[src/rtl/counter_seq_ctrl.sv]
//------------------------------------------------------------------------------
// counter_seq_ctrl
//
// Sequences an external loadable up/down counter through one counting
// interval (or a repeating series of them). A start request latches the
// period P, the direction and the reload mode. The controller then loads the
// counter with its start value, lets it count towards the target, and signals
// each expiry with a one-cycle pulse.
//
// Counting down runs from P to 0. Counting up runs from 0 to P.
// One interval, from the acceptance edge to the expiry pulse, lasts P+2 cycles.
//
// Optional feature (compile-time macro COUNTER_SEQ_CTRL_EVT_CNT_EN):
//   When the macro is defined, expire_cnt is a saturating count of expiries.
//   It clears on reset and on every new acceptance.
//   When the macro is undefined, expire_cnt is tied to 0 and no register is
//   built for it.
//
// Ports:
//   clk           clock, all state changes on the rising edge
//   rst_n         asynchronous active-low reset
//   start_valid   start request (handshake with start_ready)
//   start_ready   high only while idle
//   start_period  terminal distance P
//   start_dir     1 = count up 0..P, 0 = count down P..0
//   start_reload  1 = restart automatically after expiry, 0 = one-shot
//   stop          level-sampled abort
//   cnt_en        counter enable
//   cnt_load      counter load strobe
//   cnt_data      counter load value
//   cnt_up_down   counter direction (follows the latched direction)
//   cnt_value     counter's current registered value
//   busy          high while loading or running
//   expire_pulse  registered one-cycle pulse per expiry
//   expire_cnt    saturating expiry count (optional feature, otherwise 0)
//------------------------------------------------------------------------------
module counter_seq_ctrl #(
  parameter int WIDTH = 32,
  parameter int EVT_W = 8
) (
  input  logic             clk,
  input  logic             rst_n,
  input  logic             start_valid,
  output logic             start_ready,
  input  logic [WIDTH-1:0] start_period,
  input  logic             start_dir,
  input  logic             start_reload,
  input  logic             stop,
  output logic             cnt_en,
  output logic             cnt_load,
  output logic [WIDTH-1:0] cnt_data,
  output logic             cnt_up_down,
  input  logic [WIDTH-1:0] cnt_value,
  output logic             busy,
  output logic             expire_pulse,
  output logic [EVT_W-1:0] expire_cnt
);

  typedef enum logic [1:0] {
    ST_IDLE = 2'd0,
    ST_LOAD = 2'd1,
    ST_RUN  = 2'd2
  } state_t;

  state_t           state_r;
  logic [WIDTH-1:0] period_r;
  logic             dir_r;
  logic             reload_r;
  logic             pulse_r;

  logic [WIDTH-1:0] target_s;
  logic             terminal_s;
  logic             accept_s;
  logic             expire_s;
  logic             cnt_en_s;
  logic             cnt_load_s;

  // Target value, terminal detection and start handshake.
  always_comb begin
    target_s   = dir_r ? period_r : {WIDTH{1'b0}};
    terminal_s = (state_r == ST_RUN) && (cnt_value == target_s);
    accept_s   = start_valid && (state_r == ST_IDLE);
    // stop overrides a simultaneous terminal, so that case is not an expiry
    expire_s   = terminal_s && !stop;
  end

  // Counter control decode.
  // The enable must react in the same cycle to cnt_value and stop, so it
  // cannot be a register.
  always_comb begin
    cnt_en_s   = 1'b0;
    cnt_load_s = 1'b0;
    case (state_r)
      ST_IDLE: begin
        cnt_en_s   = 1'b0;
        cnt_load_s = 1'b0;
      end
      ST_LOAD: begin
        cnt_en_s   = !stop;
        cnt_load_s = 1'b1;
      end
      ST_RUN: begin
        // Hold the counter on the target so it keeps the terminal value.
        cnt_en_s   = !terminal_s && !stop;
        cnt_load_s = 1'b0;
      end
      default: begin
        cnt_en_s   = 1'b0;
        cnt_load_s = 1'b0;
      end
    endcase
  end

  // Sequencing FSM, latched start configuration and registered expiry pulse.
  always_ff @(posedge clk or negedge rst_n) begin
    if (!rst_n) begin
      state_r  <= ST_IDLE;
      period_r <= {WIDTH{1'b0}};
      dir_r    <= 1'b0;
      reload_r <= 1'b0;
      pulse_r  <= 1'b0;
    end else begin
      pulse_r <= 1'b0;
      case (state_r)
        ST_IDLE: begin
          if (accept_s) begin
            period_r <= start_period;
            dir_r    <= start_dir;
            reload_r <= start_reload;
            state_r  <= ST_LOAD;
          end else begin
            state_r  <= ST_IDLE;
          end
        end
        ST_LOAD: begin
          if (stop) begin
            state_r <= ST_IDLE;
          end else begin
            state_r <= ST_RUN;
          end
        end
        ST_RUN: begin
          if (stop) begin
            state_r <= ST_IDLE;
          end else if (terminal_s) begin
            pulse_r <= 1'b1;
            state_r <= reload_r ? ST_LOAD : ST_IDLE;
          end else begin
            state_r <= ST_RUN;
          end
        end
        default: begin
          // Recover from an unused encoding.
          state_r <= ST_IDLE;
        end
      endcase
    end
  end

`ifdef COUNTER_SEQ_CTRL_EVT_CNT_EN
  logic [EVT_W-1:0] evt_cnt_r;

  // Saturating expiry counter.
  // It updates on the same edge that raises expire_pulse, so the count
  // already includes an expiry by the time its pulse is visible.
  always_ff @(posedge clk or negedge rst_n) begin
    if (!rst_n) begin
      evt_cnt_r <= {EVT_W{1'b0}};
    end else if (accept_s) begin
      evt_cnt_r <= {EVT_W{1'b0}};
    end else if (expire_s && (evt_cnt_r != {EVT_W{1'b1}})) begin
      evt_cnt_r <= evt_cnt_r + EVT_W'(1);
    end else begin
      evt_cnt_r <= evt_cnt_r;
    end
  end

  assign expire_cnt = evt_cnt_r;
`else
  assign expire_cnt = {EVT_W{1'b0}};
`endif

  // Output mapping.
  // start_ready and busy are pure decodes of the state register.
  assign start_ready  = (state_r == ST_IDLE);
  assign busy         = (state_r == ST_LOAD) || (state_r == ST_RUN);
  assign cnt_en       = cnt_en_s;
  assign cnt_load     = cnt_load_s;
  assign cnt_data     = dir_r ? {WIDTH{1'b0}} : period_r;
  assign cnt_up_down  = dir_r;
  assign expire_pulse = pulse_r;

endmodule

[config.mk]
export PLATFORM = sky130hd
export DESIGN_NAME = counter_seq_ctrl
export DESIGN_NICKNAME = d
export VERILOG_FILES = /design/src/rtl/counter_seq_ctrl.sv
export SDC_FILE = /design/constraint.sdc
export NUM_CORES = 1
export LEC_CHECK = 0
export CORE_MARGIN = 2
export CORE_UTILIZATION = 45
export CTS_CLUSTER_SIZE = 8
export DETAILED_ROUTE_END_ITERATION = 16
export PLACE_DENSITY = 0.9
export REMOVE_ABC_BUFFERS = 1
export SYNTH_ARGS = -nofsm -noshare
export SYNTH_HDL_FRONTEND = slang
export SYNTH_SLANG_ARGS = --single-unit
[constraint.sdc]
create_clock -name clk -period 3.9 [get_ports clk]
set_clock_uncertainty 0.05 [all_clocks]
set_input_delay 0.78 -clock clk [delete_from_list [all_inputs] [get_ports clk]]
set_output_delay 0.78 -clock clk [all_outputs]
set_load 0.03 [all_outputs]
==> results of run 1 <==
[worst paths after layout]
path                       cells past startpoint          start      endpoint  slack (ns)
hold / removal                                 1       reload_r      reload_r        0.47
min in group asynchronous                      1          rst_n  period_r[22]        0.54
max in group asynchronous                      1          rst_n   cnt_up_down        2.66
hold reg to reg                                1       reload_r      reload_r        0.47
setup reg to reg                               8    cnt_up_down    state_r[1]        1.64
setup / recovery                               8  cnt_value[25]        cnt_en        0.43
[sequential cells by signal, summed over array words and instances (netlist names)]
signal and cells:
state_r 2, cnt_up_down 1, period_r 32, reload_r 1, expire_pulse 1
[power by group]
| part | switching, W | internal (W) |
|---|---|---|
| combinational | 0.000634 | 0.000638 |
| sequential | 0.000193 | 0.000525 |
| clock | 0.000126 | 0.000144 |
| total | 0.000954 | 0.00131 |
[kinds of logic (layout without fill, tap and decap cells)]
group	count (synthesis)	in the layout	synth area share, %
buf+inv	23	122	5.88
flops	37	37	36.9
xor+xnor	16	16	5.59
compound gates	47	47	11.6
mux	34	34	15.3
fa+ha+maj	4	4	2.00
simple gates	91	91	22.6
other cells	1	8	0.149
[worst max-delay path: stages]
cell and delay [ns]:
sky130_fd_sc_hd__clkdlybuf4s50_1 0.53, sky130_fd_sc_hd__nand4b_1 0.11, sky130_fd_sc_hd__o22ai_1 0.18, sky130_fd_sc_hd__o22ai_1 0.11
sky130_fd_sc_hd__nor4_2 0.35, sky130_fd_sc_hd__nand3_2 0.13, sky130_fd_sc_hd__a32o_1 0.22, sky130_fd_sc_hd__dlymetal6s2s_1 0.24
[cell type report]
class	count	area share [%]
timing repair buffer	111	30.1
multi-input combinational	200	39.6
clock buffer	8	2.44
sequential	37	25.2
inverter	3	0.305
tap	72	2.44
[per-stage QoR]
stage	power (W)	worst slack (ns)
detailed placement	0.00200	0.0915
floorplan	0.00149	0.263
CTS	0.00228	0.0812
global route	0.00241	0.336
finish	0.00226	0.430
global placement	0.00196	0.107
[cell usage in the layout (no fill, tap or decap), drive strengths merged]
cell type | synthesis | routed
nor3 | 8 | 8
a32o | 1 | 1
mux2 | 34 | 34
clkbuf | 7 | 8
o21a | 8 | 8
ha | 4 | 4
a21oi | 8 | 8
a22o | 1 | 1
conb | 1 | 8
buf | 13 | 5
dlymetal6s2s | 0 | 1
and3 | 1 | 1
clkdlybuf4s50 | 0 | 105
dfrtp | 37 | 37
xor2 | 16 | 16
o22ai | 21 | 21
nor2 | 11 | 11
nor4 | 3 | 3
inv | 3 | 3
nand4b | 16 | 16
nor2b | 32 | 32
nand3 | 18 | 18
nand2 | 2 | 2
o21ai | 8 | 8
[layer usage]
| metal | wire length [um] | vias up |
|---|---|---|
| met3 | 454 | 6 |
| li1 | - | 1115 |
| met2 | 3190 | 88 |
| met4 | 53 | 0 |
| met5 | 0 | - |
| met1 | 2470 | 1076 |
==> flow_summary.json, run 1 <==
{
  "status": "completed",
  "ys_seq_elements": 37,
  "max-clock-path-buffers": 2,
  "multi_input_area_mm2": 0.00146,
  "buffer_ports.inserted": 107,
  "power.density_mw_per_mm2": 612,
  "timing.critical_path.arrival_ns": 2.64,
  "post_cts.repair.setup_buffers": 0,
  "largest_net_degree_at_the_start_of_global_routing": 38,
  "post-route-util_pct": 67.9,
  "groute.layer.met2.usage_pct": 37.4,
  "flow.area_growth_from_synthesis_pct": 47.2,
  "drc": 0,
  "cts_resized": 0,
  "clk_transition_reported_paths_ns": 0.07,
  "worstSetupPathType": "input pin to primary output",
  "post_drt_via_cell_ratio": 5.30,
  "grt_antenna_before_repair": 0,
  "cts-buffers-inserted": 5,
  "setup_viol": 0,
  "global_route_wire_length_before_repair_um": 9890,
  "htree_levels": 2,
  "required_worst_endpoint_ns": 3.07,
  "drt-wirelength-per-cell_um": 14.3,
  "setup_total_negative_slack_ns": 0,
  "dp_hpwl_um": 4590,
  "crit_path_end_kind": "primary output",
  "synth_top_area_share_pct": 36.9,
  "antenna_cells_inserted": 0,
  "synth_top_flop_cell": "sky130_fd_sc_hd__dfrtp_1",
  "final.min_clock_period_ns": 3.47,
  "headroom_to_the_max_slew_limit_pct": 45.2,
  "crit_path_start_kind": "input pin",
  "hold_path.class": "flip-flop to flip-flop",
  "fp.dieW_um": 78.7,
  "die_area_mm2": 0.00619,
  "post_placement_cell_area_mm2": 0.00360,
  "post_route_cells_drive_above_1_share_pct": 13.9,
  "ios": 116,
  "netlist_top_cells_area": "sky130_fd_sc_hd__dfrtp_1, sky130_fd_sc_hd__mux2_2, sky130_fd_sc_hd__nor2b_1",
  "ctsHoldBuffers": 0,
  "gr-usage-met1_pct": 22.3,
  "seq_area_um2": 930,
  "cts_sinks": 37,
  "overflow": 0,
  "max_clock_freq_mhz": 288,
  "syn-instance-count": 253,
  "dr.first_iter.drc_count": 98,
  "root_buffer": "sky130_fd_sc_hd__clkbuf_8",
  "vdd_ir_drop_max_v": 0.000354,
  "synth_area_mm2": 0.00251,
  "async_reset_ff_share_pct": 100,
  "tritoncts": "built",
  "timing.critical_path.fanout_max": 3,
  "num-fill-cells": 431,
  "timing.hold.ws_ns": 0.466,
  "most_common_library_cells_after_synthesis": "sky130_fd_sc_hd__dfrtp_1, sky130_fd_sc_hd__mux2_2, sky130_fd_sc_hd__nor2b_1",
  "synth-warning-count": 0,
  "gpl.final_weighted_congestion": 0.813,
  "rows": 27,
  "maxCapViolations": 0,
  "insertion_delay_ns": 0.28,
  "worst_pin_slew_ns": 0.822,
  "dp_cells": 423,
  "grt_util_overall_pct": 20.1,
  "drt.antenna.violating_nets": 0,
  "final-hold-violation-count": 0,
  "stdcell_count": 431,
  "grtUsageMet3_pct": 5.75,
  "finalNetCount": 432,
  "start_util_pct": 46.1,
  "placeableCoreArea_mm2": 0.00544,
  "yosysSeqAreaShare_pct": 36.9,
  "dieHeight_um": 78.7,
  "post_synth_cell_types": 26,
  "synthMostInstantiatedCell": "sky130_fd_sc_hd__dfrtp_1",
  "rsz_0062_raised_after_global_routing": "false",
  "first_pass_iters": 4,
  "power_leakage_nw": 1.41,
  "synth.largest_area_cell": "sky130_fd_sc_hd__dfrtp_1",
  "synth_enable_flop_cells": 0,
  "slew_violations": 0,
  "fin_area_mm2": 0.00369,
  "detail_route.wirelength_um": 6170,
  "grt-busiest-layer": "met2",
  "syn-mean-instance-area_um2": 9.92,
  "via_count": 2285,
  "grt_pass1_vias": 2314,
  "period_share_pct": 89.0
}
No activity file was read; power rests on OpenSTA's default activity.
==> run 2: changes to the inputs <==
--- a/config.mk
+++ b/config.mk
@@ -9,7 +9,7 @@
 export CORE_UTILIZATION = 45
 export CTS_CLUSTER_SIZE = 8
 export DETAILED_ROUTE_END_ITERATION = 16
-export PLACE_DENSITY = 0.9
+export PLACE_DENSITY = 0.91
 export REMOVE_ABC_BUFFERS = 1
 export SYNTH_ARGS = -nofsm -noshare
 export SYNTH_HDL_FRONTEND = slang
==> run 2 against run 1 <==
Effect of this change: die area stayed put; sequential cell count stayed put; global-route usage is 0.71 points lower; sequential power is 2% lower; highest routed layer unchanged; critical endpoint unchanged; critical path depth stayed put; maximum frequency is 0.34% higher; total power is 0.33% higher.
==> flow_summary.json, run 2 (synthesis gave the netlist of run 1 again) <==
{
  "required_worst_endpoint_ns": 3.07,
  "first_pass_iters": 4,
  "worst_pin_slew_ns": 0.858,
  "r2r_end": "state_r[1]",
  "worst_hold_path.endpoint": "reload_r",
  "insertion_delay_ns": 0.28,
  "htree_levels": 2,
  "reg2reg_from": "cnt_up_down",
  "grt_pass1_vias": 2178,
  "gpl.final_weighted_congestion": 0.832,
  "setup_total_negative_slack_ns": 0,
  "hold_startpoint": "reload_r",
  "dp_hpwl_um": 4570,
  "dieHeight_um": 78.7,
  "layout.cells.most_common": "sky130_fd_sc_hd__clkdlybuf4s50_1",
  "cts_sinks": 37,
  "cts-buffers-inserted": 5,
  "die_area_mm2": 0.00619,
  "rsz_0062_raised_after_global_routing": "false",
  "largest_net_degree_at_the_start_of_global_routing": 41,
  "global_route_wire_length_before_repair_um": 9660,
  "finalNetCount": 432,
  "hold-path-cell-count": 1,
  "clk_transition_reported_paths_ns": 0.07,
  "crit_path_end_kind": "primary output",
  "max-clock-path-buffers": 2,
  "setup_viol": 0,
  "via_count": 2275,
  "final-hold-violation-count": 0,
  "num-fill-cells": 433,
  "register_to_register_setup_slack_ns": 1.68,
  "registers.top_by_ff_count": "period_r",
  "status": "completed",
  "drt-wirelength-per-cell_um": 14.1,
  "vdd_ir_drop_max_v": 0.000348,
  "post_route_cells_drive_above_1_share_pct": 14.0,
  "ios": 116,
  "final.min_clock_period_ns": 3.46,
  "flow.area_growth_from_synthesis_pct": 47.5,
  "crit_path_start_kind": "input pin",
  "power_leakage_nw": 1.42,
  "fp.dieW_um": 78.7,
  "maxCapViolations": 0,
  "dr.first_iter.drc_count": 101,
  "placeableCoreArea_mm2": 0.00544,
  "ctsHoldBuffers": 0,
  "largest_register_ffs": 32,
  "layout_common_cells": "sky130_fd_sc_hd__clkdlybuf4s50_1, sky130_fd_sc_hd__dfrtp_1, sky130_fd_sc_hd__mux2_2",
  "overflow": 0,
  "max_clock_freq_mhz": 289,
  "grt_util_overall_pct": 19.4,
  "buffer_ports.inserted": 107,
  "tritoncts": "built",
  "power.density_mw_per_mm2": 613,
  "headroom_to_the_max_slew_limit_pct": 42.8,
  "critical_path.startpoint": "cnt_value[13]",
  "rows": 27,
  "rr_worst_depth": 8,
  "worstSetupPathType": "input pin to primary output",
  "top_regs": "period_r (32), state_r (2)",
  "post_drt_via_cell_ratio": 5.29,
  "drt.antenna.violating_nets": 0,
  "start_util_pct": 46.1,
  "slew_violations": 0,
  "fin_total_pwr_w": 0.00227,
  "drc": 0,
  "antenna_cells_inserted": 0,
  "timing.critical_path.fanout_max": 3,
  "timing.hold.ws_ns": 0.483,
  "timing.critical_path.arrival_ns": 2.63,
  "hold_path.class": "flip-flop to flip-flop",
  "grt_antenna_before_repair": 0,
  "detail_route.wirelength_um": 6080,
  "root_buffer": "sky130_fd_sc_hd__clkbuf_8",
  "period_share_pct": 88.7
}
## run 2: cell types whose count changed in the layout (fill, tap and decap cells not counted)
cell / change
sky130_fd_sc_hd__buf_12: +1
sky130_fd_sc_hd__dfrtp_2: +1
sky130_fd_sc_hd__clkbuf_1: -1
sky130_fd_sc_hd__buf_4: -1
sky130_fd_sc_hd__dfrtp_4: -1
## run 2: power by group
part	internal, W	switching (W)	total (W)	leakage (nW)
clock network	0.000140	0.000126	0.000266	0.0443
logic	0.000648	0.000647	0.00129	0.937
registers	0.000523	0.000184	0.000707	0.435
## run 2: worst max-delay path by stage
stage / endpoint / slack (ns) / cells after the start
after CTS: cnt_en / 0.10 / 8
after floorplan: cnt_en / 0.26 / 6
after detailed placement: cnt_en / 0.11 / 8
final: cnt_en / 0.44 / 8
after global routing: cnt_en / 0.35 / 8
after global placement: cnt_en / 0.13 / 8
## run 2: metrics by stage
stage | utilization, % | area [um^2] | instances | setup slack, ns
detailed placement | 66.4 | 3610 | 423 | 0.106
CTS | 68.0 | 3700 | 430 | 0.101
floorplan | - | 2400 | 240 | 0.263
finish | 68.0 | 3700 | 430 | 0.442
global placement | 66.4 | 3610 | 423 | 0.130
global route | 68.0 | 3700 | 430 | 0.348
## run 2: area by class of cell
| type | instances | area, um^2 | area share, % |
|---|---|---|---|
| tap | 72 | 90.1 | 2.43 |
| sequential | 37 | 927 | 25.1 |
| inverter | 3 | 11.3 | 0.304 |
| multi-input combinational | 200 | 1460 | 39.5 |
| timing repair buffer | 111 | 1120 | 30.4 |
| clock buffer | 7 | 86.3 | 2.33 |
## run 2: timing repair
action / 4_1_cts / 5_1_grt
endpoints found under the setup margin: 0 / 1
setup buffers: 0 / 0
gates resized for setup: 0 / 1
## run 2: routing by layer
layer  vias to the layer above  part of all wire [%]  global-route usage (%)
met3                         7                   6.4                    4.02
met2                        85                    51                    36.0
met1                      1066                    41                    22.3
li1                       1117                     -                       -
met4                         0                   1.1                    5.44
met5                         -                     0                       0
## run 2: critical path, stage by stage
cell and delay, ns:
sky130_fd_sc_hd__clkdlybuf4s50_1 0.53, sky130_fd_sc_hd__nand4b_1 0.12, sky130_fd_sc_hd__o22ai_1 0.17, sky130_fd_sc_hd__o22ai_1 0.11, sky130_fd_sc_hd__nor4_2 0.34, sky130_fd_sc_hd__nand3_2 0.13, sky130_fd_sc_hd__a32o_1 0.22, sky130_fd_sc_hd__dlymetal6s2s_1 0.23
